<file path="src/rtl/cpu_pkg.sv">
// Shared front-end types and constants for the fetch stage.
package cpu_pkg;
  localparam int          CPU_XLEN  = 32;
  localparam logic [31:0] NOP_INSTR = 32'h0000_0013;

  typedef enum logic [1:0] {S_IDLE, S_REQ, S_WAIT, S_DROP} fetch_state_t;
endpackage

</file>
<file path="src/rtl/fetch_unit_if.sv">
// Instruction-memory read port: req/addr held until gnt, one in-order rvalid per grant.
interface fetch_unit_if
  import cpu_pkg::*;
#(
  parameter int XLEN = CPU_XLEN
);
  logic            req;
  logic [XLEN-1:0] addr;
  logic            gnt;
  logic            rvalid;
  logic [31:0]     rdata;

  modport master (output req, addr, input gnt, rvalid, rdata);
  modport slave  (input req, addr, output gnt, rvalid, rdata);
endinterface

</file>
<file path="src/rtl/fetch_queue.sv">
// Synchronous FIFO of {pc, instr} pairs; flush beats push and pop, push on full only alongside a pop.
module fetch_queue
  import cpu_pkg::*;
#(
  parameter int  XLEN   = CPU_XLEN,
  parameter int  QDEPTH = 2,
  localparam int AW     = $clog2(QDEPTH),
  localparam int CW     = AW + 1
) (
  input  logic            clk,
  input  logic            rst,
  input  logic            i_push,
  input  logic            i_pop,
  input  logic            i_flush,
  input  logic [XLEN-1:0] i_pc,
  input  logic [31:0]     i_instr,
  output logic [XLEN-1:0] o_head_pc,
  output logic [31:0]     o_head_instr,
  output logic [CW-1:0]   o_count,
  output logic            o_full,
  output logic            o_empty
);
  logic [XLEN-1:0] r_pc_mem    [QDEPTH];
  logic [31:0]     r_instr_mem [QDEPTH];
  logic [AW-1:0]   r_wr_ptr;
  logic [AW-1:0]   r_rd_ptr;
  logic [CW-1:0]   r_count;
  logic            w_do_push;
  logic            w_do_pop;

  assign o_count      = r_count;
  assign o_full       = (r_count == CW'(QDEPTH));
  assign o_empty      = (r_count == '0);
  assign w_do_pop     = i_pop && !i_flush && !o_empty;
  assign w_do_push    = i_push && !i_flush && (!o_full || w_do_pop);
  assign o_head_pc    = r_pc_mem[r_rd_ptr];
  assign o_head_instr = r_instr_mem[r_rd_ptr];

  always_ff @(posedge clk) begin
    if (rst || i_flush) begin
      r_wr_ptr <= '0;
      r_rd_ptr <= '0;
      r_count  <= '0;
    end else begin
      if (w_do_push) r_wr_ptr <= r_wr_ptr + 1'b1;
      if (w_do_pop)  r_rd_ptr <= r_rd_ptr + 1'b1;
      r_count <= r_count + CW'(w_do_push) - CW'(w_do_pop);
    end
  end

  // Storage carries no reset; validity is tracked by r_count alone.
  always_ff @(posedge clk) begin
    if (w_do_push) begin
      r_pc_mem[r_wr_ptr]    <= i_pc;
      r_instr_mem[r_wr_ptr] <= i_instr;
    end
  end
endmodule

</file>
<file path="src/rtl/fetch_unit.sv">
// Fetch stage: owns the PC, keeps one imem read in flight and queues returned words for decode.
// Optional FETCH_PERF_EN adds o_perf_fetched / o_perf_stall event counters.
module fetch_unit
  import cpu_pkg::*;
#(
  parameter int              XLEN     = CPU_XLEN,
  parameter logic [XLEN-1:0] RESET_PC = '0,
  parameter int              QDEPTH   = 2
) (
  input  logic            clk,
  input  logic            rst,
  input  logic            i_en_fetch,
  input  logic            i_redirect_valid,
  input  logic [XLEN-1:0] i_redirect_pc,
  fetch_unit_if.master    imem,
  output logic            o_instr_valid,
  output logic [31:0]     o_instr,
  output logic [XLEN-1:0] o_instr_pc,
  output logic            o_fetch_busy
`ifdef FETCH_PERF_EN
  ,
  output logic [31:0]     o_perf_fetched,
  output logic [31:0]     o_perf_stall
`endif
);
  localparam int CW = $clog2(QDEPTH) + 1;

  fetch_state_t    r_state, w_state_nxt;
  logic [XLEN-1:0] r_pc, w_pc_nxt, r_req_pc;
  logic [XLEN-1:0] w_q_pc;
  logic [31:0]     w_q_instr;
  logic [CW-1:0]   w_q_count;
  logic            w_q_full, w_q_empty;
  logic            w_outstanding, w_has_slot, w_gnt_fire, w_push, w_pop;

  // Only one word may be in flight, so a slot must exist for it before requesting.
  assign w_outstanding = (r_state == S_WAIT) || (r_state == S_DROP);
  assign w_has_slot    = !w_q_full && ((w_q_count + CW'(w_outstanding)) < CW'(QDEPTH));
  assign w_gnt_fire    = (r_state == S_REQ) && imem.gnt;
  assign w_push        = (r_state == S_WAIT) && imem.rvalid && !i_redirect_valid;
  assign w_pop         = i_en_fetch && o_instr_valid && !i_redirect_valid;

  assign imem.req      = (r_state == S_REQ);
  assign imem.addr     = r_pc;
  assign o_fetch_busy  = w_outstanding;
  assign o_instr_valid = !w_q_empty;
  assign o_instr       = o_instr_valid ? w_q_instr : NOP_INSTR;
  assign o_instr_pc    = o_instr_valid ? w_q_pc : '0;

  always_comb begin
    w_state_nxt = r_state;
    w_pc_nxt    = r_pc;
    case (r_state)
      S_IDLE:  if (w_has_slot) w_state_nxt = S_REQ;
      S_REQ:   if (imem.gnt) begin
                 w_state_nxt = S_WAIT;
                 w_pc_nxt    = r_pc + XLEN'(4);
               end
      S_WAIT:  if (imem.rvalid) w_state_nxt = S_IDLE;
      S_DROP:  if (imem.rvalid) w_state_nxt = S_IDLE;
      default: w_state_nxt = S_IDLE;
    endcase
    // Redirect overrides: a granted or pending word must still be drained, so park in S_DROP.
    if (i_redirect_valid) begin
      w_pc_nxt = i_redirect_pc & ~XLEN'(3);
      case (r_state)
        S_REQ:          w_state_nxt = imem.gnt ? S_DROP : S_IDLE;
        S_WAIT, S_DROP: w_state_nxt = imem.rvalid ? S_IDLE : S_DROP;
        default:        w_state_nxt = S_IDLE;
      endcase
    end
  end

  always_ff @(posedge clk) begin
    if (rst) begin
      r_state  <= S_IDLE;
      r_pc     <= RESET_PC;
      r_req_pc <= '0;
    end else begin
      r_state <= w_state_nxt;
      r_pc    <= w_pc_nxt;
      if (w_gnt_fire) r_req_pc <= r_pc;
    end
  end

  fetch_queue #(
    .XLEN   (XLEN),
    .QDEPTH (QDEPTH)
  ) u_queue (
    .clk          (clk),
    .rst          (rst),
    .i_push       (w_push),
    .i_pop        (w_pop),
    .i_flush      (i_redirect_valid),
    .i_pc         (r_req_pc),
    .i_instr      (imem.rdata),
    .o_head_pc    (w_q_pc),
    .o_head_instr (w_q_instr),
    .o_count      (w_q_count),
    .o_full       (w_q_full),
    .o_empty      (w_q_empty)
  );

`ifdef FETCH_PERF_EN
  logic [31:0] r_perf_fetched, r_perf_stall;

  always_ff @(posedge clk) begin
    if (rst) begin
      r_perf_fetched <= '0;
      r_perf_stall   <= '0;
    end else begin
      if (w_push) r_perf_fetched <= r_perf_fetched + 32'd1;
      if (i_en_fetch && !o_instr_valid) r_perf_stall <= r_perf_stall + 32'd1;
    end
  end

  assign o_perf_fetched = r_perf_fetched;
  assign o_perf_stall   = r_perf_stall;
`endif
endmodule

</file>
<file path="src/flat_wrapper.sv">
// flat-port wrapper written by rule: the top's interface ports become plain ports
module fetch_unit_flat import cpu_pkg::*;
#(
  parameter int              XLEN     = CPU_XLEN,
  parameter logic [XLEN-1:0] RESET_PC = '0,
  parameter int              QDEPTH   = 2
)
  (clk, rst, i_en_fetch, i_redirect_valid, i_redirect_pc, o_instr_valid, o_instr, o_instr_pc, o_fetch_busy, imem_req, imem_addr, imem_gnt, imem_rvalid, imem_rdata);
  fetch_unit_if #(.XLEN(XLEN)) imem_i ();
  input  logic clk;
  input  logic rst;
  input  logic i_en_fetch;
  input  logic i_redirect_valid;
  input  logic [XLEN-1:0] i_redirect_pc;
  output logic o_instr_valid;
  output logic [31:0] o_instr;
  output logic [XLEN-1:0] o_instr_pc;
  output logic o_fetch_busy;
  output wire logic [$bits(imem_i.req)-1:0] imem_req;
  output wire logic [$bits(imem_i.addr)-1:0] imem_addr;
  input wire logic [$bits(imem_i.gnt)-1:0] imem_gnt;
  input wire logic [$bits(imem_i.rvalid)-1:0] imem_rvalid;
  input wire logic [$bits(imem_i.rdata)-1:0] imem_rdata;
  assign imem_req = imem_i.req;
  assign imem_addr = imem_i.addr;
  assign imem_i.gnt = imem_gnt;
  assign imem_i.rvalid = imem_rvalid;
  assign imem_i.rdata = imem_rdata;
  fetch_unit #(.XLEN(XLEN), .RESET_PC(RESET_PC), .QDEPTH(QDEPTH)) u_core (.clk(clk), .rst(rst), .i_en_fetch(i_en_fetch), .i_redirect_valid(i_redirect_valid), .i_redirect_pc(i_redirect_pc), .imem(imem_i), .o_instr_valid(o_instr_valid), .o_instr(o_instr), .o_instr_pc(o_instr_pc), .o_fetch_busy(o_fetch_busy));
endmodule
</file>
<file path="config.mk">
export PLATFORM = sky130hd
export DESIGN_NAME = fetch_unit_flat
export DESIGN_NICKNAME = d
export VERILOG_FILES = /design/src/rtl/cpu_pkg.sv /design/src/rtl/fetch_unit_if.sv /design/src/rtl/fetch_queue.sv /design/src/rtl/fetch_unit.sv /design/src/flat_wrapper.sv
export SDC_FILE = /design/constraint.sdc
export NUM_CORES = 1
export LEC_CHECK = 0
export BUFFER_PORTS_ARGS = -buffer_cell sky130_fd_sc_hd__buf_2
export CAP_MARGIN = 20
export CORE_ASPECT_RATIO = 1.4
export CORE_MARGIN = 8
export CORE_UTILIZATION = 35
export DETAILED_ROUTE_END_ITERATION = 10
export MAX_ROUTING_LAYER = met4
export SYNTH_ARGS = -nofsm -noshare
export SYNTH_HDL_FRONTEND = slang
export SYNTH_SLANG_ARGS = --single-unit
export TNS_END_PERCENT = 30
</file>
<file path="constraint.sdc">
create_clock -name clk -period 9.2 [get_ports clk]
set_input_delay 0.46 -clock clk [delete_from_list [all_inputs] [get_ports clk]]
set_output_delay 0.46 -clock clk [all_outputs]
set_load 0.005 [all_outputs]
</file>
# Word-level counts from Yosys, hierarchy flattened
# Memory sizes are Yosys's and may differ from the RTL's. A register that Yosys moved wholly into a read port is not among the register bits.
# Cells that the tools add are included.
[op_classes]
add_sub_neg = 6
mul = 0
div = 0
n_lt_le_gt_ge = 1
n_eq_ne = 7
n_shift = 0
n_mux = 19
bitwise = 0
n_reduce_logical = 25
[ops]
columns = ["op", "n"]
rows = [
  ["$mux W32", 5],
  ["$add A32 B3 Y32 const B", 1],
  ["$mux W2", 6],
  ["$logic_and A1 B1 Y1", 10],
  ["$eq A2 B2 Y1 const B", 3],
  ["$mux W1", 6],
  ["$ne A3 B2 Y1 const B", 2],
  ["$pmux W2 S3", 1],
  ["$add A2 B1 Y2", 2],
  ["$logic_not A2 Y1", 2],
  ["$pmux W2 S2", 1],
  ["$reduce_and A2 Y1", 2],
  ["$reduce_bool A2 Y1", 2],
  ["$reduce_or A2 Y1", 2],
  ["$logic_not A1 Y1", 3],
  ["$logic_or A1 B1 Y1", 3],
  ["$ne A3 B1 Y1 const B", 1],
  ["$reduce_and A3 Y1", 1],
  ["$add A1 B1 Y1 const B", 2],
  ["$eq A2 B1 Y1 const B", 1],
  ["$lt A2 B2 Y1 const B", 1],
  ["$sub A2 B1 Y2", 1],
]
[totals]
regBits = 70
latch_bits = 0
ramBits = 128
mem_bits_ro = 0
in_bits = 70
out_inout_bits = 99
wordCells = 67
mem_count = 2
[memory_table]
columns = ["memory", "depth", "width", "rd", "rd_ports_with_merged_regs", "wr", "line_no", "rtl"]
rows = [
  ["u_core.u_queue.r_instr_mem", 2, 32, 1, 1, 1, "fetch_queue.sv:24", "logic [31:0] r_instr_mem [QDEPTH];"],
  ["u_core.u_queue.r_pc_mem", 2, 32, 1, 1, 1, "fetch_queue.sv:23", "logic [XLEN-1:0] r_pc_mem [QDEPTH];"],
]

# Logic depth before layout (Yosys ltp)
[logic_depth]
ltp_word = 10
ltp_mapped = 9
depth_no_buf = 8

# Hierarchy
# From an unflattened synthesis, not the netlist that was laid out.
[unflattened]
cells_unflattened = 707
hier_area_um2 = 8398.1
[modules_own_cells]
columns = ["module", "n_inst", "cells_per_inst", "area_per_inst_um2", "seq_area_each_um2"]
rows = [
  ["fetch_queue", 1, 231, 4894.7, 3943.8],
  ["fetch_unit", 1, 476, 3503.4, 1241.2],
]

# Worst setup path before layout
# OpenSTA, ideal clock, no wires.
[synth_path]
path_type = "input to register"
from = "input port imem_rvalid"
to = "memory u_core.u_queue.r_instr_mem[0][0], enable pin"
setup_ps = 483
arrival_time_ps = 3950
required_ps = 8717
setup_slack_ps = 4767
path_stages = 3
path_buffers = 0
cell_sequence = "nor4bb_1 -> o21ai_0 -> nor2_1"
[synth_between]
elab_chain_len = 6
[synth_rtl]
columns = ["element", "line_no", "rtl"]
rows = [
  ["start: declaration", "flat_wrapper.sv:22", "input wire logic [$bits(imem_i.rvalid)-1:0] imem_rvalid;"],
  ["$logic_and A1 B1 Y1 (2 in a row)", "fetch_unit.sv:40", "assign w_push = (r_state == S_WAIT) && imem.rvalid && !i_redirect_valid;"],
  ["$logic_and A1 B1 Y1 (2 in a row)", "fetch_queue.sv:35", "assign w_do_push = i_push && !i_flush && (!o_full || w_do_pop);"],
  ["$mux W1", "fetch_queue.sv:53", "if (w_do_push) begin"],
  ["$mux W1 (not written as such)", "fetch_queue.sv:55", "r_instr_mem[r_wr_ptr] <= i_instr;"],
  ["end: declaration", "fetch_queue.sv:24", ""],
]
# No other way between the ends.

# Worst setup path after layout
[layout_path]
from = "register u_core.r_state[1]"
to = "memory u_core.u_queue.r_instr_mem[0][11], enable pin"
[layout_between]
elab_chain_len = 7
[layout_rtl]
columns = ["element", "line_no", "rtl"]
rows = [
  ["start: declaration", "fetch_unit.sv:28", "fetch_state_t r_state, w_state_nxt;"],
  ["start signal: assignment", "fetch_unit.sv:80", "r_state <= w_state_nxt;"],
  ["$eq A2 B2 Y1", "fetch_unit.sv:40", ""],
  ["$logic_and A1 B1 Y1 (2 in a row)", "fetch_unit.sv:40", ""],
  ["$logic_and A1 B1 Y1 (2 in a row)", "fetch_queue.sv:35", ""],
  ["$mux W1", "fetch_queue.sv:53", ""],
  ["$mux W1 (not written as such)", "fetch_queue.sv:55", ""],
]
# No other way between the ends.

==> flow_summary_export.csv <==
group,metric,value,unit
outcome,outcome,"finished, final reports clean",
grt,antenna_found_initial,0,
cts,cts_made_buffers,17,
synthesis,synth.cell_area,7950,sq um
cts,insertion_delay,0.43,ns
worst_setup_path,crit_fanout,62,
pwr,power.density,181.9,nW/um^2
floorplanning,ioPinCount,169,
sta,max_freq,343.5,MHz
cts,cts_root_buffer,"clkbuf_16",
floorplanning,die_y,194.3,um
floorplanning,std_cell_rows,65,
route,wl_per_cell,16.40,um
synthesis,yosysTopAreaCell,"edfxtp_1",
worst_setup_path,arrival,2.96,ns
synthesis,async_flop_share,0,
layout,drive_above_1_share,0.2632,
sta,setup_viol,0,
sta,fin_setup_tns,0,ns
grt,grt_pass1_wl,29530,um
grt,gr-usage-all-layers,0.1387,
grt,grt_pass1_vias,5567,
sta,worstMarginPinSlew,0.8645,ns
floorplanning,fp.dieW,143.4,um
worst_setup_path,critical_path_required,9.25,ns
placed_design,dp_hpwl,12430,um
layout,multi_input_comb_area,2645,sq um
sta,slew_headroom,0.4237,
synthesis,synth_edf_count,124,
placed_design,place_area,9021,sq um
sta,holdWs,0.2246,ns
route,drt_iter0_markers,275,
cts,cts_tree,"yes",
synthesis,synthFlopType,"edfxtp_1",
cts,hold_buffers,0,
route,vias_per_cell,4.834,
sta,rsz0062_at_grt,"false",
worst_setup_path,critPathSlowestCell,"buf_4",
worst_setup_path,crit_chain,"nor4bb_1 -> o21ai_0 -> nor2_4 -> buf_4",
route,dr.pass1.iters,4,
layout,fin_nets,891,
worst_setup_path,reg2reg_from,"u_core.r_state[1]",
floorplanning,start_util,0.3542,
synthesis,syn_area_per_cell,11.80,sq um
sta,finalCritPeriodShare,0.3165,
worst_setup_path,start_kind,"flop",
cts,clock_path_buffers,2,
placed_design,gp_congestion,0.7930,
synthesis,synthTopCellsByArea,"edfxtp_1, dfxtp_1, mux2i_1, nor2_1, nand2_1",
pwr,ir_worst_vdd,0.1318,mV
cts,ctsResizeCount,0,
hold_path,hp-class,"in -> reg",
route,vias,5477,
pwr,cellLeakagePower,3.548,nW
sta,fin_worst_skew,0.01034,ns
pwr,total_power,1.755,mW
cts,cts_htree_levels,4,
synthesis,synth_top_area_share,0.4684,
floorplanning,die-area,27860,sq um
synthesis,synth_warnings,0,
cts,cts_sinks,191,
sta,final_max_slew_viol_count,0,
synthesis,synth_common_cells,"edfxtp_1, nor2_1, nand2_1",
cts,path_clk_slew,0.08,ns
worst_setup_path,endpoint_kind,"flop",
layout,fill_cells,2185,
synthesis,synth_seq_area_share,0.6371,
job,max_cap_viol_count,0,
placed_design,portBuffers,162,
route,ant_nets,0,
cts,postCtsSetupRepairBufs,0,
worst_setup_path,crit_type,"reg -> reg",
worst_setup_path,crit_family,"simple AND/OR/NAND/NOR gates",
sta,fin_crit,2.912,ns
synthesis,synth.most_common_cell,"edfxtp_1",
synthesis,yosys_register_bits,191,
layout,design_area,9651,sq um
floorplanning,coreArea,22450,sq um
route,totalWireLength,18580,um
route,drc,0,
grt,grt_start_max_net_pins,70,
worst_setup_path,cp_num_buf_inv,1,
layout,syn_to_final_growth,21.39,%
worst_setup_path,slowest_delay,0.70,ns
grt,overflow,0,
layout,n_antenna_cell,0,
sta,hold_viol,0,
synthesis,ys_types,47,
synthesis,synth_cells,674,
layout,seq_area,5069,sq um
hold_path,worstHoldStart,"imem_rdata[3]",
worst_setup_path,crit_start,"u_core.r_state[1]",
==> power by group <==
part	switching [mW]	internal (mW)
combinational	0.0438	0.0355
sequential	0.0234	0.924
clock	0.341	0.388
==> layout by cell type (no fill, tap or decap), types with 7 or more instances in the layout <==
master     count
a21oi_1       35
nand3_1       10
and4_1        12
o21ai_0        9
a211oi_1      15
dfxtp_1       66
xor2_1         7
nor2_1        86
clkbuf_16     17
nor3_1        10
mux2i_1       62
nand4_1       10
edfxtp_1     124
a311oi_1      11
inv_1         16
xnor2_1        8
buf_2        162
nand2_1       80
buf_4          8
==> metal layers <==
metal / global-route usage / part of all wire / wire [um] / vias up
met2: 0.2332 / 0.51 / 9509 / 125
met5: - / 0 / 0 / -
met4: 0.05197 / 0.015 / 284 / 0
met3: 0.02772 / 0.046 / 852 / 16
met1: 0.1598 / 0.43 / 7934 / 2601
li1: - / - / - / 2735
==> flip-flops by register name, summed over array words and instances, names as in the netlist, named ones only <==
| signal | cells |
|---|---|
| u_core.u_queue.r_wr_ptr | 1 |
| u_core.u_queue.o_count | 2 |
| u_core.u_queue.r_pc_mem | 60 |
| u_core.r_req_pc | 30 |
| u_core.u_queue.r_rd_ptr | 1 |
| u_core.u_queue.r_instr_mem | 64 |
| u_core.r_state | 2 |
| u_core.imem.addr | 30 |
==> cell type report <==
cell class,instances,share of cell area
Sequential cell,191,0.5252
Multi-Input combinational cell,421,0.2741
Timing Repair Buffer,172,0.09387
Clock buffer,17,0.04408
Tap cell,301,0.03902
Clock inverter,15,0.01750
Inverter,16,0.006223
==> cell families after synthesis <==
group	share of synthesized area
muxes	0.07806
and+or+nand+nor	0.1527
buffers and inverters	0.03447
adders and majority gates	0.003147
other	0.0004717
xor gates and xnor gates	0.01653
DFF	0.6371
AOI/OAI and AO/OA	0.07759
==> worst paths after layout <==
check             slack, ns                           endpoint  depth (start not counted)
setup / recovery       6.29  u_core.u_queue.r_instr_mem[0][11]                          4
hold reg to reg        0.46     u_core.u_queue.r_pc_mem[0][17]                          0
hold / removal         0.22   u_core.u_queue.r_instr_mem[0][3]                          1
setup reg to reg       6.29  u_core.u_queue.r_instr_mem[0][11]                          4
==> per-stage QoR <==
stage / utilization / instances / worst slack (ns)
6_report: 0.4299 / 1133 / 6.288
3_5_place_dp: 0.4019 / 1099 / 5.888
3_3_place_gp: 0.4019 / 1099 / 5.926
4_1_cts: 0.4284 / 1131 / 6.238
2_1_floorplan: - / 677 / 4.767
5_1_grt: 0.4299 / 1133 / 6.081
==> worst reg2reg max path, cell delays in order, from the launching register on <==
cell and delay (ns):
dfxtp_1 0.54, nor4bb_1 0.62, o21ai_0 0.49, nor2_4 0.17, buf_4 0.70
No activity file was read; power rests on OpenSTA's default activity.
